File: src/rtl/lcd_bus_pkg.sv
// Shared command codes and receiver FSM encoding for the 8080-style LCD bus receiver.
package lcd_bus_pkg;

    localparam logic [7:0] CMD_SWRESET = 8'h01;
    localparam logic [7:0] CMD_CASET   = 8'h2A;
    localparam logic [7:0] CMD_PASET   = 8'h2B;
    localparam logic [7:0] CMD_RAMWR   = 8'h2C;

    typedef enum logic [3:0] {
        ST_IDLE     = 4'd0,
        ST_CASET0   = 4'd1,
        ST_CASET1   = 4'd2,
        ST_CASET2   = 4'd3,
        ST_CASET3   = 4'd4,
        ST_PASET0   = 4'd5,
        ST_PASET1   = 4'd6,
        ST_PASET2   = 4'd7,
        ST_PASET3   = 4'd8,
        ST_RAMWR_HI = 4'd9,
        ST_RAMWR_LO = 4'd10
    } rx_state_e;

endpackage

File: src/rtl/lcd_bus_sync.sv
// Two-flop synchronizer for the asynchronous LCD bus plus a registered lcd_wr rising-edge detector.
// Data, D/C and RD ride through the same stages as WR so every byte event sees its own data.
module lcd_bus_sync (
    input  logic       clk_100,
    input  logic       reset,
    input  logic [7:0] lcd_db,
    input  logic       lcd_wr,
    input  logic       lcd_d_c,
    input  logic       lcd_rd,
    input  logic       lcd_reset,
    output logic       byte_ev,
    output logic [7:0] byte_db,
    output logic       byte_dc,
    output logic       byte_rd,
    output logic       panel_rst_n
);

    // Bit map: {lcd_reset, lcd_rd, lcd_d_c, lcd_wr, lcd_db[7:0]}
    logic [11:0] meta_r;
    logic [11:0] sync_r;
    logic        wr_prev_r;
    logic        byte_ev_r;
    logic [7:0]  byte_db_r;
    logic        byte_dc_r;
    logic        byte_rd_r;

    // Synchronizer stages followed by the edge-detect register stage
    always_ff @(posedge clk_100 or posedge reset) begin
        if (reset) begin
            meta_r    <= 12'd0;
            sync_r    <= 12'd0;
            wr_prev_r <= 1'b0;
            byte_ev_r <= 1'b0;
            byte_db_r <= 8'd0;
            byte_dc_r <= 1'b0;
            byte_rd_r <= 1'b0;
        end else begin
            meta_r    <= {lcd_reset, lcd_rd, lcd_d_c, lcd_wr, lcd_db};
            sync_r    <= meta_r;
            wr_prev_r <= sync_r[8];
            byte_ev_r <= sync_r[8] & ~wr_prev_r;
            byte_db_r <= sync_r[7:0];
            byte_dc_r <= sync_r[9];
            byte_rd_r <= sync_r[10];
        end
    end

    assign byte_ev     = byte_ev_r;
    assign byte_db     = byte_db_r;
    assign byte_dc     = byte_dc_r;
    assign byte_rd     = byte_rd_r;
    assign panel_rst_n = sync_r[11];

endmodule

File: src/rtl/lcd_bus_rx.sv
// 8080 LCD bus receiver: decodes CASET/PASET/RAMWR traffic into RGB444 pixels with window cursor.
// Define LCD_BUS_RX_ERR_EN to build the sticky proto_err flag; otherwise proto_err is tied low.
module lcd_bus_rx
    import lcd_bus_pkg::*;
#(
    parameter int WIDTH  = 320,
    parameter int HEIGHT = 240
) (
    input  logic       clk_100,
    input  logic       reset,
    input  logic [7:0] lcd_db,
    input  logic       lcd_wr,
    input  logic       lcd_d_c,
    input  logic       lcd_rd,
    input  logic       lcd_reset,
    output logic       pix_valid,
    output logic [8:0] pix_x,
    output logic [8:0] pix_y,
    output logic [3:0] red,
    output logic [3:0] green,
    output logic [3:0] blue,
    output logic       frame_start,
    output logic       proto_err
);

    localparam logic [8:0] EC_RST = 9'(WIDTH - 1);
    localparam logic [8:0] EP_RST = 9'(HEIGHT - 1);
    localparam logic [9:0] X_LIM  = 10'(WIDTH);
    localparam logic [9:0] Y_LIM  = 10'(HEIGHT);

    logic       ev_s;
    logic [7:0] db_s;
    logic       dc_s;
    logic       rd_s;
    logic       panel_rst_n_s;

    rx_state_e  state_r;
    logic [8:0] sc_r, ec_r, sp_r, ep_r;
    logic [8:0] x_r, y_r;
    logic [6:0] hi_r;
    logic [8:0] x_nxt_s, y_nxt_s;
    logic       on_panel_s, accept_s, soft_rst_s;

    logic       pix_valid_r, frame_start_r;
    logic [8:0] pix_x_r, pix_y_r;
    logic [3:0] red_r, green_r, blue_r;

    lcd_bus_sync u_sync (
        .clk_100     (clk_100),
        .reset       (reset),
        .lcd_db      (lcd_db),
        .lcd_wr      (lcd_wr),
        .lcd_d_c     (lcd_d_c),
        .lcd_rd      (lcd_rd),
        .lcd_reset   (lcd_reset),
        .byte_ev     (ev_s),
        .byte_db     (db_s),
        .byte_dc     (dc_s),
        .byte_rd     (rd_s),
        .panel_rst_n (panel_rst_n_s)
    );

    assign accept_s   = ev_s & rd_s;
    assign soft_rst_s = ~panel_rst_n_s | (accept_s & ~dc_s & (db_s == CMD_SWRESET));
    assign on_panel_s = ({1'b0, x_r} < X_LIM) && ({1'b0, y_r} < Y_LIM);

    // Cursor advance; wrap only on equality, so an inverted window runs round the 9-bit range
    always_comb begin
        x_nxt_s = x_r + 9'd1;
        y_nxt_s = y_r;
        if (x_r == ec_r) begin
            x_nxt_s = sc_r;
            if (y_r == ep_r) begin
                y_nxt_s = sp_r;
            end else begin
                y_nxt_s = y_r + 9'd1;
            end
        end else begin
            x_nxt_s = x_r + 9'd1;
        end
    end

    // Command/parameter/pixel FSM with registered pixel outputs
    always_ff @(posedge clk_100 or posedge reset) begin
        if (reset) begin
            state_r       <= ST_IDLE;
            sc_r          <= 9'd0;
            ec_r          <= EC_RST;
            sp_r          <= 9'd0;
            ep_r          <= EP_RST;
            x_r           <= 9'd0;
            y_r           <= 9'd0;
            hi_r          <= 7'd0;
            pix_valid_r   <= 1'b0;
            frame_start_r <= 1'b0;
            pix_x_r       <= 9'd0;
            pix_y_r       <= 9'd0;
            red_r         <= 4'd0;
            green_r       <= 4'd0;
            blue_r        <= 4'd0;
        end else if (soft_rst_s) begin
            state_r       <= ST_IDLE;
            sc_r          <= 9'd0;
            ec_r          <= EC_RST;
            sp_r          <= 9'd0;
            ep_r          <= EP_RST;
            x_r           <= 9'd0;
            y_r           <= 9'd0;
            hi_r          <= 7'd0;
            pix_valid_r   <= 1'b0;
            frame_start_r <= 1'b0;
            pix_x_r       <= 9'd0;
            pix_y_r       <= 9'd0;
            red_r         <= 4'd0;
            green_r       <= 4'd0;
            blue_r        <= 4'd0;
        end else begin
            pix_valid_r   <= 1'b0;
            frame_start_r <= 1'b0;
            if (accept_s && !dc_s) begin
                case (db_s)
                    CMD_CASET: state_r <= ST_CASET0;
                    CMD_PASET: state_r <= ST_PASET0;
                    CMD_RAMWR: begin
                        state_r       <= ST_RAMWR_HI;
                        x_r           <= sc_r;
                        y_r           <= sp_r;
                        frame_start_r <= 1'b1;
                    end
                    default:   state_r <= ST_IDLE;
                endcase
            end else if (accept_s) begin
                case (state_r)
                    ST_CASET0: begin sc_r[8]   <= db_s[0]; state_r <= ST_CASET1; end
                    ST_CASET1: begin sc_r[7:0] <= db_s;    state_r <= ST_CASET2; end
                    ST_CASET2: begin ec_r[8]   <= db_s[0]; state_r <= ST_CASET3; end
                    ST_CASET3: begin ec_r[7:0] <= db_s;    state_r <= ST_IDLE;   end
                    ST_PASET0: begin sp_r[8]   <= db_s[0]; state_r <= ST_PASET1; end
                    ST_PASET1: begin sp_r[7:0] <= db_s;    state_r <= ST_PASET2; end
                    ST_PASET2: begin ep_r[8]   <= db_s[0]; state_r <= ST_PASET3; end
                    ST_PASET3: begin ep_r[7:0] <= db_s;    state_r <= ST_IDLE;   end
                    ST_RAMWR_HI: begin
                        // Keep only the RGB565 bits that survive the reduction to RGB444
                        hi_r    <= {db_s[7:4], db_s[2:0]};
                        state_r <= ST_RAMWR_LO;
                    end
                    ST_RAMWR_LO: begin
                        pix_valid_r <= on_panel_s;
                        if (on_panel_s) begin
                            pix_x_r <= x_r;
                            pix_y_r <= y_r;
                            red_r   <= hi_r[6:3];
                            green_r <= {hi_r[2:0], db_s[7]};
                            blue_r  <= db_s[4:1];
                        end
                        x_r     <= x_nxt_s;
                        y_r     <= y_nxt_s;
                        state_r <= ST_RAMWR_HI;
                    end
                    default: state_r <= ST_IDLE;
                endcase
            end
        end
    end

`ifdef LCD_BUS_RX_ERR_EN
    logic err_s;
    logic proto_err_r;

    // Read attempts, orphaned HI bytes and data bytes with no open command
    always_comb begin
        err_s = 1'b0;
        if (ev_s) begin
            if (!rd_s) begin
                err_s = 1'b1;
            end else if (!dc_s) begin
                err_s = (state_r == ST_RAMWR_LO);
            end else begin
                err_s = (state_r == ST_IDLE);
            end
        end else begin
            err_s = 1'b0;
        end
    end

    // Sticky error flag; soft reset deliberately leaves it alone
    always_ff @(posedge clk_100 or posedge reset) begin
        if (reset) begin
            proto_err_r <= 1'b0;
        end else if (err_s) begin
            proto_err_r <= 1'b1;
        end
    end

    assign proto_err = proto_err_r;
`else
    assign proto_err = 1'b0;
`endif

    assign pix_valid   = pix_valid_r;
    assign pix_x       = pix_x_r;
    assign pix_y       = pix_y_r;
    assign red         = red_r;
    assign green       = green_r;
    assign blue        = blue_r;
    assign frame_start = frame_start_r;

endmodule

File: config.mk
export PLATFORM = sky130hd
export DESIGN_NAME = lcd_bus_rx
export DESIGN_NICKNAME = d
export VERILOG_FILES = /design/src/rtl/lcd_bus_pkg.sv /design/src/rtl/lcd_bus_sync.sv /design/src/rtl/lcd_bus_rx.sv
export SDC_FILE = /design/constraint.sdc
export NUM_CORES = 1
export LEC_CHECK = 0
export BUFFER_PORTS_ARGS = -buffer_cell sky130_fd_sc_hd__buf_2
export CAP_MARGIN = 20
export CELL_PAD_IN_SITES_DETAIL_PLACEMENT = 1
export CELL_PAD_IN_SITES_GLOBAL_PLACEMENT = 1
export CORE_UTILIZATION = 51
export CTS_CLUSTER_SIZE = 24
export DETAILED_ROUTE_END_ITERATION = 10
export HOLD_SLACK_MARGIN = 0.15
export PLACE_DENSITY = 0.81
export SYNTH_ARGS = -nofsm -noshare
export SYNTH_HDL_FRONTEND = slang
export SYNTH_SLANG_ARGS = --single-unit
File: constraint.sdc
create_clock -name clk_100 -period 7.6 [get_ports clk_100]
set_clock_uncertainty 0.2 [all_clocks]
set_input_delay 1.14 -clock clk_100 [delete_from_list [all_inputs] [get_ports clk_100]]
set_output_delay 1.14 -clock clk_100 [all_outputs]
set_load 0.02 [all_outputs]
After elaboration in Yosys (flattened, before gate mapping)
Index checks and enable logic that the tools add are counted.
- reduce and logical (&&, ||, !) cells: 30
- muxes and demuxes: 74
- magnitude comparators: 2
- equality and inequality tests: 18
- add/subtract/negate cells: 2
- bitwise operators: 8
- operators with widths (cell ; count):
    two-way mux 9 bit ; 35
    two-way mux 4 bit ; 18
    two-way mux 8 bit ; 4
    case mux 4 bit (8 select lines) ; 1
    AND reduction 3 bit ; 10
    two-way mux 7 bit ; 4
    == test 8 x 6 -> 1 bit, second input constant ; 3
    nonzero test 2 bit ; 12
    adder 9 x 1 -> 9 bit, second input constant ; 2
    == test 9 bit ; 2
    == test 4 x 3 -> 1 bit, second input constant ; 4
    == test 4 bit, second input constant ; 3
    case mux 4 bit (3 select lines) ; 1
    two-way mux 1 bit ; 11
    less-than comparator 9 x 8 -> 1 bit, second input constant ; 1
    less-than comparator 9 bit, second input constant ; 1
    nonzero test 3 bit ; 3
    == test 4 x 2 -> 1 bit, second input constant ; 2
    == test 8 x 1 -> 1 bit, second input constant ; 1
    AND reduction 4 bit ; 2
    AND 1 bit ; 4
    == test 4 x 1 -> 1 bit, second input constant ; 1
    inequality test 3 x 2 -> 1 bit, second input constant ; 1
    NOT 1 bit ; 3
    other kinds (4) ; 5
- flip-flop bits (word level): 133
- word-level logic and storage cells: 160

Longest topological paths before layout
- depth in word-level cells: 7
- mapped depth: 8

Hierarchy
A second synthesis with hierarchy kept.
- cells, all modules: 559
- area, all modules: 5718.0 µm²
- by module, submodules not included (module ; times used ; cells an instance ; area each (µm²)):
    lcd_bus_rx ; 1 ; 521 ; 4799.6
    lcd_bus_sync ; 1 ; 38 ; 918.4

Worst setup path after synthesis
No wires, ideal clock.
- path type: flip-flop to flip-flop
- start point: register u_sync.byte_db_r[2], in the netlist u_sync.byte_db[2]
- end point: register sc_r[0]
- cell stages (with the launch flop): 6
- period minus slack after synthesis: 2.224 ns
- slack: 5.376 ns
- path buffers: 1
- arrival time: 1.900 ns
- setup time: 0.125 ns
- cells stage by stage: dfrtp_1 or4b_4 o31a_1 buf_2 o41ai_4 mux2_2
- cells in the longest elaborated chain, start to end: 5
- RTL lines (element ; RTL line ; RTL):
    start, declared ; lcd_bus_sync.sv:23 ; logic [7:0] byte_db_r;
    start signal, assigned ; lcd_bus_sync.sv:42 ; byte_db_r <= sync_r[7:0];
    == test 8 x 1 -> 1 bit (*) ; lcd_bus_rx.sv:64 ; assign soft_rst_s = ~panel_rst_n_s | (accept_s & ~dc_s & (db_s == CMD_SWRESET));
    AND 1 bit (*) ; lcd_bus_rx.sv:64 ;
    bitwise OR 1 bit (*) ; lcd_bus_rx.sv:64 ;
    inequality test 2 bit (no line) / nonzero test 2 bit (equally long branches) ; n/a ;
    AND reduction 3 bit (no line) ; n/a ;
    end signal, assigned ; lcd_bus_rx.sv:87 ; sc_r <= 9'd0;
    end signal, assigned ; lcd_bus_rx.sv:103 ; sc_r <= 9'd0;
    end signal, assigned ; lcd_bus_rx.sv:135 ; ST_CASET1: begin sc_r[7:0] <= db_s; state_r <= ST_CASET2; end
    end, declared ; lcd_bus_rx.sv:38 ; logic [8:0] sc_r, ec_r, sp_r, ep_r;
Mark *: on every way between the ends. The rest lies on a longest branch, timed or not.
A chain may end at the register's enable or synchronous reset.

Final worst setup path
- start point: register u_sync.byte_db_r[0], in the netlist u_sync.byte_db[0]
- end point: register sp_r[6]
- cells in the longest elaborated chain, start to end: 5
- RTL lines (element ; RTL line ; RTL):
    == test 8 x 1 -> 1 bit (*) ; lcd_bus_rx.sv:64 ;
    AND 1 bit (*) ; lcd_bus_rx.sv:64 ;
    bitwise OR 1 bit (*) ; lcd_bus_rx.sv:64 ;
    inequality test 2 bit (no line) / nonzero test 2 bit (equally long branches) ; n/a ;
    AND reduction 3 bit (no line) ; n/a ;
    end signal, assigned ; lcd_bus_rx.sv:89 ; sp_r <= 9'd0;
    end signal, assigned ; lcd_bus_rx.sv:105 ; sp_r <= 9'd0;
    end signal, assigned ; lcd_bus_rx.sv:139 ; ST_PASET1: begin sp_r[7:0] <= db_s; state_r <= ST_PASET2; end
    end, declared ; lcd_bus_rx.sv:38 ;
Marks and branches as above.

==> tab_implementation.tex <==
\begin{tabular}{lr}
\hline
Metric & Value \\
\hline
\multicolumn{2}{l}{\textbf{Timing}} \\
\quad Unrepaired setup endpoints after global routing & false \\
\quad Final TNS setup & 0 ps \\
\quad Hold Fails Final Rpt & 0 \\
\quad Transition time at the pin with the least slew margin & 981.7 ps \\
\quad Fraction of the cycle the final worst path needs & 43.56\% \\
\quad Rel. slew slack & 33.97\% \\
\quad Fmax & 302.0 MHz \\
\quad Worst path setup slack after routing & 4289 ps \\
\quad Slew Limit Fails & 0 \\
\quad Setup violators final & 0 \\
\quad Post-layout min period & 3311 ps \\
\multicolumn{2}{l}{\textbf{Pwr}} \\
\quad Net Switching & 419.5 uW \\
\quad Leakage power total & 0.003140 uW \\
\quad Pwr per Cell Area & 253.5 nW/um\^{}2 \\
\quad Part of the power in registers & 45.9\% \\
\quad Peak supply drop & 157.1 uV \\
\quad Internal power of the cells & 1294 uW \\
\quad Proportion of power drawn by combinational gates & 6.7\% \\
\quad Switching fraction of total power & 24.48\% \\
\quad Sum of internal, switching and leakage power & 1714 uW \\
\quad Clock network power share & 47.5\% \\
\multicolumn{2}{l}{\textbf{GRT}} \\
\quad GRT Resource Usage Total & 29.37\% \\
\quad Global-route wire length before repair & 25.02 mm \\
\quad Via count of the first global-routing pass & 4621 \\
\quad Residual overflow from global routing & 0 \\
\quad Maximum number of pins on one net before global-route repair & 75 \\
\quad Antenna violations before repair & 0 \\
\multicolumn{2}{l}{\textbf{Clocking}} \\
\quad Maximum buffer depth of the clock tree & 2 \\
\quad Number of CTS-inserted buffers & 17 \\
\quad Register clock-pin slew on the reported worst setup and hold paths & 60 ps \\
\quad Number of sinks driven by the clock tree & 133 \\
\quad Later-pin clock latency in the skew report & 420 ps \\
\quad Number of gates resized after CTS & 0 \\
\quad TritonCTS clock tree & yes \\
\quad Hold-fix buffers at CTS & 7 \\
\quad Post-CTS setup repair buffer count & 0 \\
\quad Clk Tree Root Cell & sky130\_fd\_sc\_hd\_\_clkbuf\_16 \\
\quad H-tree lvl count & 4 \\
\multicolumn{2}{l}{\textbf{Place}} \\
\quad Worst slack at placement & 4314 ps \\
\quad Last weighted congestion value of the routability-driven placer & 0.9528 \\
\quad Hpwl dp & 10.28 mm \\
\quad Number of instances in the placed design & 695 \\
\quad Number of buffers inserted by port buffering & 45 \\
\multicolumn{2}{l}{\textbf{Floorplanning}} \\
\quad Die span in x & 108.2 um \\
\quad Row Count & 38 \\
\quad DIE AREA & 11700 um\^{}2 \\
\quad Initial core utilization & 52.59\% \\
\quad Core area & 10940 um\^{}2 \\
\quad Ports placed on the boundary & 47 \\
\quad Die height & 108.2 um \\
\multicolumn{2}{l}{\textbf{Setup path}} \\
\quad Setup CP Type & register to register \\
\quad Biggest fanout along the worst timing path & 29 \\
\quad CP required & 7700 ps \\
\quad Number of buffer and inverter stages on the critical path & 1 \\
\quad Type of origin of the critical path & register \\
\quad Cell with the largest stage delay on the worst path & sky130\_fd\_sc\_hd\_\_o31ai\_4 \\
\quad Sort of element at the end of the critical path & register \\
\quad Maximum single-stage delay on the critical path & 740 ps \\
\quad Critical path data arrival time & 3410 ps \\
\quad Critical path's top delay family & compound AO/OA/AOI/OAI gates \\
\quad Critical-path cell list & or4b\_4 -> o31ai\_4 -> buf\_4 -> o21ai\_1 -> mux2\_2 \\
\multicolumn{2}{l}{\textbf{Yosys}} \\
\quad Cell area after synthesis & 5751 um\^{}2 \\
\quad Number of nets in the synthesized netlist & 547 \\
\quad Number of flops mapped to enable cells by yosys & 0 \\
\quad Number of standard cells after synthesis & 531 \\
\quad Number of flip-flops and latches in the synthesized netlist & 133 \\
\quad Average cell area after synthesis & 10.83 um\^{}2 \\
\quad Proportion of synthesized flip-flops having asynchronous set or reset & 100.0\% \\
\quad Seq/Total Area, Yosys & 58.18\% \\
\quad Count of different cell masters after synthesis & 55 \\
\quad Most frequently used flop master after synthesis & sky130\_fd\_sc\_hd\_\_dfrtp\_1 \\
\quad Yosys warnings & 0 \\
\multicolumn{2}{l}{\textbf{Cells and area}} \\
\quad Fin nets & 599 \\
\quad Fraction of layout instances using a drive strength above 1 & 22.48\% \\
\quad Number of cells in the finished layout apart from fillers & 736 \\
\quad Final antenna diode count & 0 \\
\quad Leading cell type in the layout, fill and taps excluded & sky130\_fd\_sc\_hd\_\_dfrtp\_1 \\
\quad Area Growth Syn to Fin & 17.58\% \\
\quad Top library cells by usage in the layout, fill and taps aside & 119 x sky130\_fd\_sc\_hd\_\_dfrtp\_1, 74 x sky130\_fd\_sc\_hd\_\_nand2\_1, 45 x sky130\_fd\_sc\_hd\_\_buf\_2, 41 x sky130\_fd\_sc\_hd\_\_a21oi\_1, 35 x sky130\_fd\_sc\_hd\_\_nor2\_1 \\
\multicolumn{2}{l}{\textbf{Drt}} \\
\quad Routed length per instance & 21.46 um \\
\quad Detail-routed via count per cell & 5.840 \\
\quad Post-Route WL & 15.79 mm \\
\quad First drt pass iteration count & 5 \\
\quad Initial drt markers & 310 \\
\quad Drc violations & 0 \\
\quad Antenna Violating Nets Remaining & 0 \\
\quad Vias after detailed routing & 4298 \\
\multicolumn{2}{l}{\textbf{Min path}} \\
\quad Worst min path class & register to register \\
\multicolumn{2}{l}{\textbf{Run}} \\
\quad Maximum Capacitance Violations & 0 \\
\multicolumn{2}{l}{\textbf{Run status}} \\
\quad Run status & finished clean \\
\hline
\end{tabular}
-- final cells by class --
type / count / area, um^2
fillers: 1170 / 4174
multi-input cells: 350 / 2210
clock inverters: 11 / 126.4
clock buffers: 21 / 460.4
well taps: 140 / 175.2
repair buffers: 60 / 362.8
flip-flops and latches: 133 / 3346
inverters: 21 / 81.33
-- worst register-to-register path, stage by stage, from the launching register on --
cell and delay [ps]:
sky130_fd_sc_hd__dfrtp_1 500, sky130_fd_sc_hd__or4b_4 540, sky130_fd_sc_hd__o31ai_4 740, sky130_fd_sc_hd__buf_4 470
sky130_fd_sc_hd__o21ai_1 350, sky130_fd_sc_hd__mux2_2 380
-- synth_stat cells, drive strengths merged (2+ instances only) --
cell type	number	area, um^2
nor2b	4	25.02
and2	8	52.55
nand2b	5	31.28
a211o	4	35.03
nand4	3	18.77
xor2	18	157.7
nand2	74	277.8
dfrtp	119	2978
and3	2	12.51
ha	2	25.02
o41ai	2	43.80
a22oi	6	45.04
a31oi	9	56.30
o21a	2	15.01
clkbuf	14	53.80
inv	21	78.83
nor3	11	55.05
nand3	11	55.05
o22ai	13	81.33
a21oi	41	205.2
nor2	36	137.6
or3	5	31.28
buf	13	77.57
o21ai	15	75.07
or2	3	18.77
nor4	7	43.79
mux2	26	292.8
dfstp	14	367.9
or4	3	22.52
mux2i	24	240.2
-- final timing paths --
kind | startpoint | end | slack [ps] | cells after the start
min | u_sync.sync_r[5] | u_sync.byte_db[5] | 150 | 0
min reg2reg | u_sync.sync_r[5] | u_sync.byte_db[5] | 150 | 0
min in group asynchronous | reset | u_sync.meta_r[8] | 650 | 2
max reg2reg | u_sync.byte_db[0] | sp_r[6] | 4290 | 5
max in group asynchronous | reset | y_r[5] | 5150 | 3
max | u_sync.byte_db[0] | sp_r[6] | 4290 | 5
-- kinds of logic (layout without fill, tap and decap cells) --
kind of cell	count (synthesis)	in the layout	synth area share, %
simple gates	179	179	14.75
flops	133	133	58.18
compound gates	100	100	10.90
mux	50	50	9.269
buf+inv	48	113	3.655
xor+xnor	18	18	2.741
fa+ha+maj	2	2	0.4351
other cells	1	1	0.06521
-- stage by stage --
| step | hold WS (ps) | instance area (um^2) | util, % |
|---|---|---|---|
| floorplan | 131.2 | 5751 | - |
| global placement | 131.2 | 6082 | 55.62 |
| detailed placement | 136.2 | 6082 | 55.62 |
| CTS | 150.9 | 6739 | 61.62 |
| global route | 157.2 | 6761 | 61.83 |
| finish | 147.7 | 6761 | 61.83 |
-- state kept, by name (all words and copies together) (netlist names), 7 cells and up --
| signal | cells |
|---|---|
| pix_x | 9 |
| x_r | 9 |
| sp_r | 9 |
| sc_r | 9 |
| ep_r | 9 |
| ec_r | 9 |
| u_sync.sync_r | 12 |
| u_sync.byte_db | 8 |
| pix_y | 9 |
| y_r | 9 |
| u_sync.meta_r | 12 |
| hi_r | 7 |
-- metal layers --
layer | GRT usage (%) | routed length (um)
met2 | 49.68 | 8152
met5 | 0 | 0
met3 | 5.124 | 649
met4 | 13.60 | 471
met1 | 36.69 | 6519
-- power by group through the flow --
stage	combinational (uW)	clock, uW	sequential, uW
floorplan	83.6	0	780
global placement	102	0	793
CTS	114	819	785
detailed placement	107	0	796
finish	114	814	786
global route	124	848	790
Note: power is estimated with default switching activity, not from simulation.
